<file path="src/rtl/picomips_pkg.sv">
// Shared types and sizing for the picoMIPS fetch path.
// Sequencer states, PC-mux selects and default widths live here.
`ifndef PROGRAM_CODE_SIZE
`define PROGRAM_CODE_SIZE 4
`endif
`ifndef INSTRUCTION_SIZE
`define INSTRUCTION_SIZE 24
`endif

package picomips_pkg;

   localparam int PROGRAM_CODE_SIZE = `PROGRAM_CODE_SIZE;
   localparam int INSTRUCTION_SIZE  = `INSTRUCTION_SIZE;
   localparam int PC_MAX = (1 << PROGRAM_CODE_SIZE) - 1;

   typedef enum logic [1:0] {
      IDLE,
      RUN,
      STEP,
      HALTED
   } seq_state_t;

   typedef enum logic [2:0] {
      PC_HOLD,
      PC_INC,
      PC_ABS,
      PC_REL,
      PC_CLR
   } pc_sel_t;

endpackage

</file>
<file path="src/rtl/program_sequencer_if.sv">
// Bus between the sequencer, program memory and the decoder.
// master = sequencer side, slave = memory/decoder side.
interface program_sequencer_if #(
   parameter int program_code_size = 4,
   parameter int instruction_size  = 24
);

   logic                         start;
   logic                         step_mode;
   logic                         step;
   logic                         stall;
   logic                         branch_abs;
   logic                         branch_rel;
   logic [program_code_size-1:0] branch_target;
   logic                         halt;
   logic [instruction_size-1:0]  instruction_code;
   logic [program_code_size-1:0] address;
   logic [instruction_size-1:0]  instr_out;
   logic [program_code_size-1:0] instr_pc;
   logic                         instr_valid;
   logic                         running;
   logic                         halted;
   logic                         wrapped;

   modport master (
      input  start, step_mode, step, stall,
      input  branch_abs, branch_rel, branch_target, halt,
      input  instruction_code,
      output address, instr_out, instr_pc, instr_valid,
      output running, halted, wrapped
   );

   modport slave (
      output start, step_mode, step, stall,
      output branch_abs, branch_rel, branch_target, halt,
      output instruction_code,
      input  address, instr_out, instr_pc, instr_valid,
      input  running, halted, wrapped
   );

endinterface

</file>
<file path="src/rtl/pc_unit.sv">
// Program counter with next-PC mux and sticky wrap flag.
// A wrap is only an increment out of the top address.
module pc_unit
   import picomips_pkg::*;
#(
   parameter int program_code_size = PROGRAM_CODE_SIZE
) (
   input  logic                         clk,
   input  logic                         n_reset,
   input  pc_sel_t                      sel,
   input  logic [program_code_size-1:0] target,
   input  logic [program_code_size-1:0] base,
   output logic [program_code_size-1:0] pc,
   output logic                         wrapped
);

   localparam logic [program_code_size-1:0] LAST = '1;

   logic [program_code_size-1:0] pc_next;
   logic                         wrap_set;

   // next-PC selection; relative target is two's-complement modulo width
   always_comb begin
      pc_next = pc;
      unique case (sel)
         PC_HOLD: pc_next = pc;
         PC_INC:  pc_next = pc + 1'b1;
         PC_ABS:  pc_next = target;
         PC_REL:  pc_next = base + target;
         PC_CLR:  pc_next = '0;
         default: pc_next = pc;
      endcase
   end

   assign wrap_set = (sel == PC_INC) && (pc == LAST);

   // PC register and sticky wrap flag
   always_ff @(posedge clk or negedge n_reset) begin
      if (!n_reset) begin
         pc      <= '0;
         wrapped <= 1'b0;
      end else begin
         pc <= pc_next;
         if (sel == PC_CLR)
            wrapped <= 1'b0;
         else if (wrap_set)
            wrapped <= 1'b1;
      end
   end

endmodule

</file>
<file path="src/rtl/program_sequencer.sv">
// picoMIPS fetch controller: run/step/halt FSM and fetch register.
// Branches squash the word fetched in the same cycle.
module program_sequencer
   import picomips_pkg::*;
#(
   parameter int program_code_size = PROGRAM_CODE_SIZE,
   parameter int instruction_size  = INSTRUCTION_SIZE
) (
   input logic clk,
   input logic n_reset,
   program_sequencer_if.master bus
);

   seq_state_t state;
   seq_state_t state_next;
   seq_state_t mode_state;
   pc_sel_t    pc_sel;

   logic [program_code_size-1:0] pc;
   logic [instruction_size-1:0]  instr_q;
   logic [program_code_size-1:0] instr_pc_q;
   logic                         valid_q;
   logic                         valid_next;
   logic                         fetch;
   logic                         advance;
   logic                         consume;
   logic                         running_q;
   logic                         halted_q;
   logic                         wrapped;

   pc_unit #(
      .program_code_size(program_code_size)
   ) u_pc (
      .clk     (clk),
      .n_reset (n_reset),
      .sel     (pc_sel),
      .target  (bus.branch_target),
      .base    (instr_pc_q),
      .pc      (pc),
      .wrapped (wrapped)
   );

   assign advance = !bus.stall &&
                    ((state == RUN) ||
                     (state == STEP && bus.step));
   assign consume = valid_q && advance;
   assign mode_state = bus.step_mode ? STEP : RUN;

   // next state, PC select and fetch control; start wins over all
   always_comb begin
      state_next = state;
      pc_sel     = PC_HOLD;
      fetch      = 1'b0;
      valid_next = valid_q;
      unique case (state)
         IDLE, HALTED: begin
            valid_next = 1'b0;
            if (bus.start) begin
               state_next = mode_state;
               pc_sel     = PC_CLR;
            end
         end
         RUN, STEP: begin
            state_next = mode_state;
            if (bus.start) begin
               pc_sel     = PC_CLR;
               valid_next = 1'b0;
            end else if (consume && bus.halt) begin
               state_next = HALTED;
               valid_next = 1'b0;
            end else if (advance) begin
               fetch      = 1'b1;
               valid_next = 1'b1;
               pc_sel     = PC_INC;
               if (consume && bus.branch_abs) begin
                  pc_sel     = PC_ABS;
                  valid_next = 1'b0;
               end else if (consume && bus.branch_rel) begin
                  pc_sel     = PC_REL;
                  valid_next = 1'b0;
               end
            end
         end
         default: state_next = IDLE;
      endcase
   end

   // state register with registered status decode
   always_ff @(posedge clk or negedge n_reset) begin
      if (!n_reset) begin
         state     <= IDLE;
         running_q <= 1'b0;
         halted_q  <= 1'b0;
      end else begin
         state     <= state_next;
         running_q <= (state_next == RUN) || (state_next == STEP);
         halted_q  <= (state_next == HALTED);
      end
   end

   // fetch/decode stage register
   always_ff @(posedge clk or negedge n_reset) begin
      if (!n_reset) begin
         instr_q    <= '0;
         instr_pc_q <= '0;
         valid_q    <= 1'b0;
      end else begin
         valid_q <= valid_next;
         if (fetch) begin
            instr_q    <= bus.instruction_code;
            instr_pc_q <= pc;
         end
      end
   end

   assign bus.address     = pc;
   assign bus.instr_out   = instr_q;
   assign bus.instr_pc    = instr_pc_q;
   assign bus.instr_valid = valid_q;
   assign bus.running     = running_q;
   assign bus.halted      = halted_q;
   assign bus.wrapped     = wrapped;

endmodule

</file>
<file path="src/flat_wrapper.sv">
// flat-port wrapper written by rule: the top's interface ports become plain ports
module program_sequencer_flat import picomips_pkg::*;
#(
   parameter int program_code_size = PROGRAM_CODE_SIZE,
   parameter int instruction_size  = INSTRUCTION_SIZE
)
  (clk, n_reset, bus_start, bus_step_mode, bus_step, bus_stall, bus_branch_abs, bus_branch_rel, bus_branch_target, bus_halt, bus_instruction_code, bus_address, bus_instr_out, bus_instr_pc, bus_instr_valid, bus_running, bus_halted, bus_wrapped);
  program_sequencer_if #(.program_code_size(program_code_size), .instruction_size(instruction_size)) bus_i ();
  input logic clk;
  input logic n_reset;
  input wire logic [$bits(bus_i.start)-1:0] bus_start;
  input wire logic [$bits(bus_i.step_mode)-1:0] bus_step_mode;
  input wire logic [$bits(bus_i.step)-1:0] bus_step;
  input wire logic [$bits(bus_i.stall)-1:0] bus_stall;
  input wire logic [$bits(bus_i.branch_abs)-1:0] bus_branch_abs;
  input wire logic [$bits(bus_i.branch_rel)-1:0] bus_branch_rel;
  input wire logic [$bits(bus_i.branch_target)-1:0] bus_branch_target;
  input wire logic [$bits(bus_i.halt)-1:0] bus_halt;
  input wire logic [$bits(bus_i.instruction_code)-1:0] bus_instruction_code;
  output wire logic [$bits(bus_i.address)-1:0] bus_address;
  output wire logic [$bits(bus_i.instr_out)-1:0] bus_instr_out;
  output wire logic [$bits(bus_i.instr_pc)-1:0] bus_instr_pc;
  output wire logic [$bits(bus_i.instr_valid)-1:0] bus_instr_valid;
  output wire logic [$bits(bus_i.running)-1:0] bus_running;
  output wire logic [$bits(bus_i.halted)-1:0] bus_halted;
  output wire logic [$bits(bus_i.wrapped)-1:0] bus_wrapped;
  assign bus_i.start = bus_start;
  assign bus_i.step_mode = bus_step_mode;
  assign bus_i.step = bus_step;
  assign bus_i.stall = bus_stall;
  assign bus_i.branch_abs = bus_branch_abs;
  assign bus_i.branch_rel = bus_branch_rel;
  assign bus_i.branch_target = bus_branch_target;
  assign bus_i.halt = bus_halt;
  assign bus_i.instruction_code = bus_instruction_code;
  assign bus_address = bus_i.address;
  assign bus_instr_out = bus_i.instr_out;
  assign bus_instr_pc = bus_i.instr_pc;
  assign bus_instr_valid = bus_i.instr_valid;
  assign bus_running = bus_i.running;
  assign bus_halted = bus_i.halted;
  assign bus_wrapped = bus_i.wrapped;
  program_sequencer #(.program_code_size(program_code_size), .instruction_size(instruction_size)) u_core (.clk(clk), .n_reset(n_reset), .bus(bus_i));
endmodule
</file>
<file path="config.mk">
export PLATFORM = sky130hd
export DESIGN_NAME = program_sequencer_flat
export DESIGN_NICKNAME = d
export VERILOG_FILES = /design/src/rtl/picomips_pkg.sv /design/src/rtl/program_sequencer_if.sv /design/src/rtl/pc_unit.sv /design/src/rtl/program_sequencer.sv /design/src/flat_wrapper.sv
export SDC_FILE = /design/constraint.sdc
export NUM_CORES = 1
export LEC_CHECK = 0
export CAP_MARGIN = 40
export CORE_MARGIN = 3
export CORE_UTILIZATION = 40
export DETAILED_ROUTE_END_ITERATION = 8
export GPL_TIMING_DRIVEN = 0
export PLACE_DENSITY = 0.73
export SLEW_MARGIN = 40
export SYNTH_ARGS = -nofsm -noshare
export SYNTH_HDL_FRONTEND = slang
export SYNTH_HIERARCHICAL = 1
export SYNTH_SLANG_ARGS = --single-unit
</file>
<file path="constraint.sdc">
create_clock -name clk -period 3.34 [get_ports clk]
set_input_delay 0.334 -clock clk [delete_from_list [all_inputs] [get_ports clk]]
set_output_delay 0.334 -clock clk [all_outputs]
set_load 0.1 [all_outputs]
</file>
==> run summary <==
The run finished with clean final reports. Of the total synthesized cell area, the portion taken by full adders, half adders and majority gates is 5.61%. In the final routed layout, each cell accounts on average for between 15 and 20 um. CTS placed an instance of sky130_fd_sc_hd__clkbuf_8 at the clock tree root. Compared with the post-synthesis result, the final layout area differs by 38.6%. The peak fanout along the critical path is 10.

The final clock skew came out at between 0.004 and 0.005 ns. TritonCTS built the clock tree. Setup repair after global routing left no endpoint under its margin. The global-route wire length before repair is around 7000 um. The final layout contains routed wiring with a total length of ~4300 um. The share of layout cells above drive strength 1 is 38.8%. The first detailed-routing pass ran for 4 iterations.

By area, the combinational part of the netlist is dominated by multiplexers. For this configuration, the core starts out at a cell density of a little over two fifths. The minimum period implied by the final worst setup slack came out at around 2.9 ns. For this run, the number of Yosys warnings is 6. The total overflow left after global routing is 0. Pin placement for this block handled 73 I/O pins. The final critical-path share of the clock period came out at 85.6%. The routability congestion estimate came out at around 0.84. Summing the areas of all compound-gate instances in the mapped netlist gives a little over a tenth of the synthesized area.

The final setup violation count came out at 0. The HPWL after detailed placement is roughly 3400 um. The path class of the tightest hold or removal check is primary input to asynchronous set/reset pin. The pin slew with the least headroom to its limit is roughly 0.65 ns. The die is around 75 um wide. The H-tree depth came out at 2.

The remaining antenna violation count is 0. The floorplan has 24 rows. The overall die area came out at around 5700 um^2. The number of remaining DRC errors is 0.

The clock drives 38 sinks. The diode insertion count for antenna repair is 0. The post-synthesis instance area is 1920 um^2. The sequential element share of the synthesized area came out at between 40% and 50%. The final number of max-transition violations is 0. The final route contains 1440 vias. The count of buffers added on input and output ports is 72.

The vias per cell is 5.22. The maximum number of pins on one net before global-route repair came out at 21. STA puts the critical path data required time at around 3.6 ns.

The xor/xnor cell area share of the yosys netlist came out at less than 1%. The number of buffers inserted for hold repair after clock tree synthesis came out at 0. The maximum number of buffers from clock root to sink is 2.

The unique cell type count in the Yosys netlist came out at 40. The number of inserted filler cells in the final layout came out at 384. The synthesis-stage register bit count came out at 38. The post-CTS clock slew at the launch and capture registers of the worst setup and hold paths is roughly 0.070 ns. STA classifies the critical path startpoint as a flop. The top cell types in the final layout, fill and taps aside, are sky130_fd_sc_hd__buf_2, sky130_fd_sc_hd__dfrtp_1, sky130_fd_sc_hd__clkdlybuf4s50_1. The number of global-route vias before repair came out at 1557. The initial antenna violation count is 0. Synthesis produced a netlist with a net count of about 190. The number of DRC markers in iteration 0 is 61. In this run the post-CTS setup repair buffer count came out at 0.

The element type at the critical path end is a flop. At the worst endpoint, the arrival time is between 3 and 4 ns. The worst slew slack as a fraction of its limit is between 50% and 60%. Of the total synthesized cell area, the portion taken by AND, OR, NAND and NOR gates is 9.40%. Setup slack on the worst reg-to-reg path comes out at 0.48 ns.

Summed over all failing endpoints, the final setup total negative slack is 0 ns. The setup path with the least slack is of type flop to flop. The height of the die came out at between 70 and 80 um. The number of buffers inserted during clock tree synthesis is 5. The average size of a mapped cell came out at 13.3 um^2. The share of cell area taken by muxes after synthesis came out at around 19%. The count of max-cap constraint violations is 0. The instance count of the mapped netlist is 144. The combined global-route utilization of all metal layers is approximately 16%. The clock network latency to the later pin of the worst-skew pair came out at approximately 0.28 ns. The total area inside the core boundary comes to roughly 4500 um^2. The number of hold violations in the final report came to 0.

The number of cells upsized or downsized after cts is 0. The achievable clock frequency is roughly 0.35 GHz. The final layout net count is between 200 and 300.
[layout make-up]
type                            count  area, um^2  share of cell area, %
Clock inverter                      1        30.0                   1.13
Clock buffer                        6        82.6                   3.11
Sequential cell                    38         951                   35.8
Tap cell                           52        65.1                   2.45
Multi-Input combinational cell     93         873                   32.9
Inverter                            6        22.5                  0.847
Timing Repair Buffer               73         563                   21.2
Buffer                              7        70.1                   2.64
[cells by family (layout without fill, tap and decap cells)]
kind of cell / count (synthesis) / in the layout
buffers and inverters: 13 / 93
AOI/OAI and AO/OA: 26 / 26
xor gates and xnor gates: 1 / 1
and+or+nand+nor: 28 / 28
adders and majority gates: 8 / 8
muxes: 30 / 30
DFF: 38 / 38
[path summary, 6_finish.rpt]
kind,end,cells past startpoint,from
max,u_core/u_pc/pc[3]$_DFFE_PN0P_,12,u_core/state[0]$_DFF_PN0_
min,u_core/u_pc/pc[3]$_DFFE_PN0P_,1,n_reset
max reg2reg,u_core/u_pc/pc[3]$_DFFE_PN0P_,12,u_core/state[0]$_DFF_PN0_
min reg2reg,u_core/bus.instr_out[3]$_DFFE_PN0P_,1,u_core/bus.instr_out[3]$_DFFE_PN0P_
max in group asynchronous,u_core/bus.instr_out[6]$_DFFE_PN0P_,2,n_reset
min in group clk,u_core/bus.instr_out[3]$_DFFE_PN0P_,1,u_core/bus.instr_out[3]$_DFFE_PN0P_
[registers in the layout, indices dropped and copies added, names as in the netlist]
name                    flops
u_core/bus.halted           1
u_core/bus.instr_out       24
u_core/bus.instr_pc         4
u_core/bus.instr_valid      1
u_core/bus.running          1
u_core/state                2
u_core/u_pc/pc              4
u_core/u_pc/wrapped         1
[metal layers]
| metal | global-route usage [%] | share of wire, % |
|---|---|---|
| met1 | 18.6 | 41 |
| met2 | 27.8 | 50 |
| met3 | 6.94 | 8.5 |
| met4 | 4.27 | 0.58 |
| met5 | 0 | 0 |
[per-stage QoR]
| step | worst slack [ns] | cells | hold slack, ns | instance area (um^2) | util (%) |
|---|---|---|---|---|---|
| after floorplan | 0.770 | 144 | 0.0384 | 1920 | - |
| after global placement | 0.434 | 268 | 0.488 | 2700 | 60.0 |
| after detailed placement | 0.367 | 269 | 0.330 | 2540 | 56.5 |
| after CTS | 0.461 | 276 | 0.0174 | 2660 | 59.0 |
| after global routing | 0.300 | 276 | 0.0221 | 2660 | 59.0 |
| final | 0.480 | 276 | 0.00543 | 2660 | 59.0 |
[Yosys cell counts]
cell type                   count  area [um^2]
sky130_fd_sc_hd__a221oi_1       1         8.76
sky130_fd_sc_hd__a211oi_2       1         12.5
sky130_fd_sc_hd__clkbuf_1       1         3.75
sky130_fd_sc_hd__or2_4          1         8.76
sky130_fd_sc_hd__a2111oi_4      1         27.5
sky130_fd_sc_hd__nand3_1        2         10.0
sky130_fd_sc_hd__fa_1           1         20.0
sky130_fd_sc_hd__buf_2          1         5.00
sky130_fd_sc_hd__mux2i_1        2         20.0
sky130_fd_sc_hd__mux2_4         9          135
sky130_fd_sc_hd__nand2_1        3         11.3
sky130_fd_sc_hd__or2_1          1         6.26
sky130_fd_sc_hd__and4b_1        1         10.0
sky130_fd_sc_hd__nor4b_1        1         8.76
sky130_fd_sc_hd__xnor2_1        1         8.76
sky130_fd_sc_hd__a31oi_1        1         6.26
sky130_fd_sc_hd__inv_1          6         22.5
sky130_fd_sc_hd__nor3b_1        6         45.0
sky130_fd_sc_hd__ha_1           7         87.6
sky130_fd_sc_hd__o211a_1        1         10.0
sky130_fd_sc_hd__a21oi_1        8         40.0
sky130_fd_sc_hd__dfrtp_1       38          951
sky130_fd_sc_hd__a211oi_1       1         7.51
sky130_fd_sc_hd__a311oi_2       1         15.0
sky130_fd_sc_hd__buf_6          3         33.8
sky130_fd_sc_hd__o21ai_1        1         5.00
sky130_fd_sc_hd__nor2_1         4         15.0
sky130_fd_sc_hd__o21ai_0        4         20.0
sky130_fd_sc_hd__nor3_1         2         10.0
sky130_fd_sc_hd__nor3b_2        1         12.5
sky130_fd_sc_hd__o31a_1         3         26.3
sky130_fd_sc_hd__a211o_2        2         20.0
sky130_fd_sc_hd__and2b_2        1         8.76
sky130_fd_sc_hd__or3_1          1         6.26
sky130_fd_sc_hd__a311oi_1       1         8.76
sky130_fd_sc_hd__buf_4          1         7.51
sky130_fd_sc_hd__buf_12         1         20.0
sky130_fd_sc_hd__nand4b_1       1         8.76
sky130_fd_sc_hd__mux2_2        19          214
sky130_fd_sc_hd__and3_1         3         18.8
[worst max-delay path, stage by stage (launching register included)]
cell	delay, ns
sky130_fd_sc_hd__dfrtp_1	0.40
sky130_fd_sc_hd__inv_1	0.06
sky130_fd_sc_hd__ha_1	0.35
sky130_fd_sc_hd__or2_4	0.27
sky130_fd_sc_hd__a2111oi_4	0.32
sky130_fd_sc_hd__buf_6	0.21
sky130_fd_sc_hd__buf_12	0.16
sky130_fd_sc_hd__o211a_1	0.22
sky130_fd_sc_hd__or2_1	0.11
sky130_fd_sc_hd__clkbuf_1	0.25
sky130_fd_sc_hd__and3_1	0.20
sky130_fd_sc_hd__o21ai_1	0.06
sky130_fd_sc_hd__nor3b_2	0.18
Power is left out: the tool's default activity adds up to more than one toggle a clock period on the data nets, which glitch-free logic cannot reach.
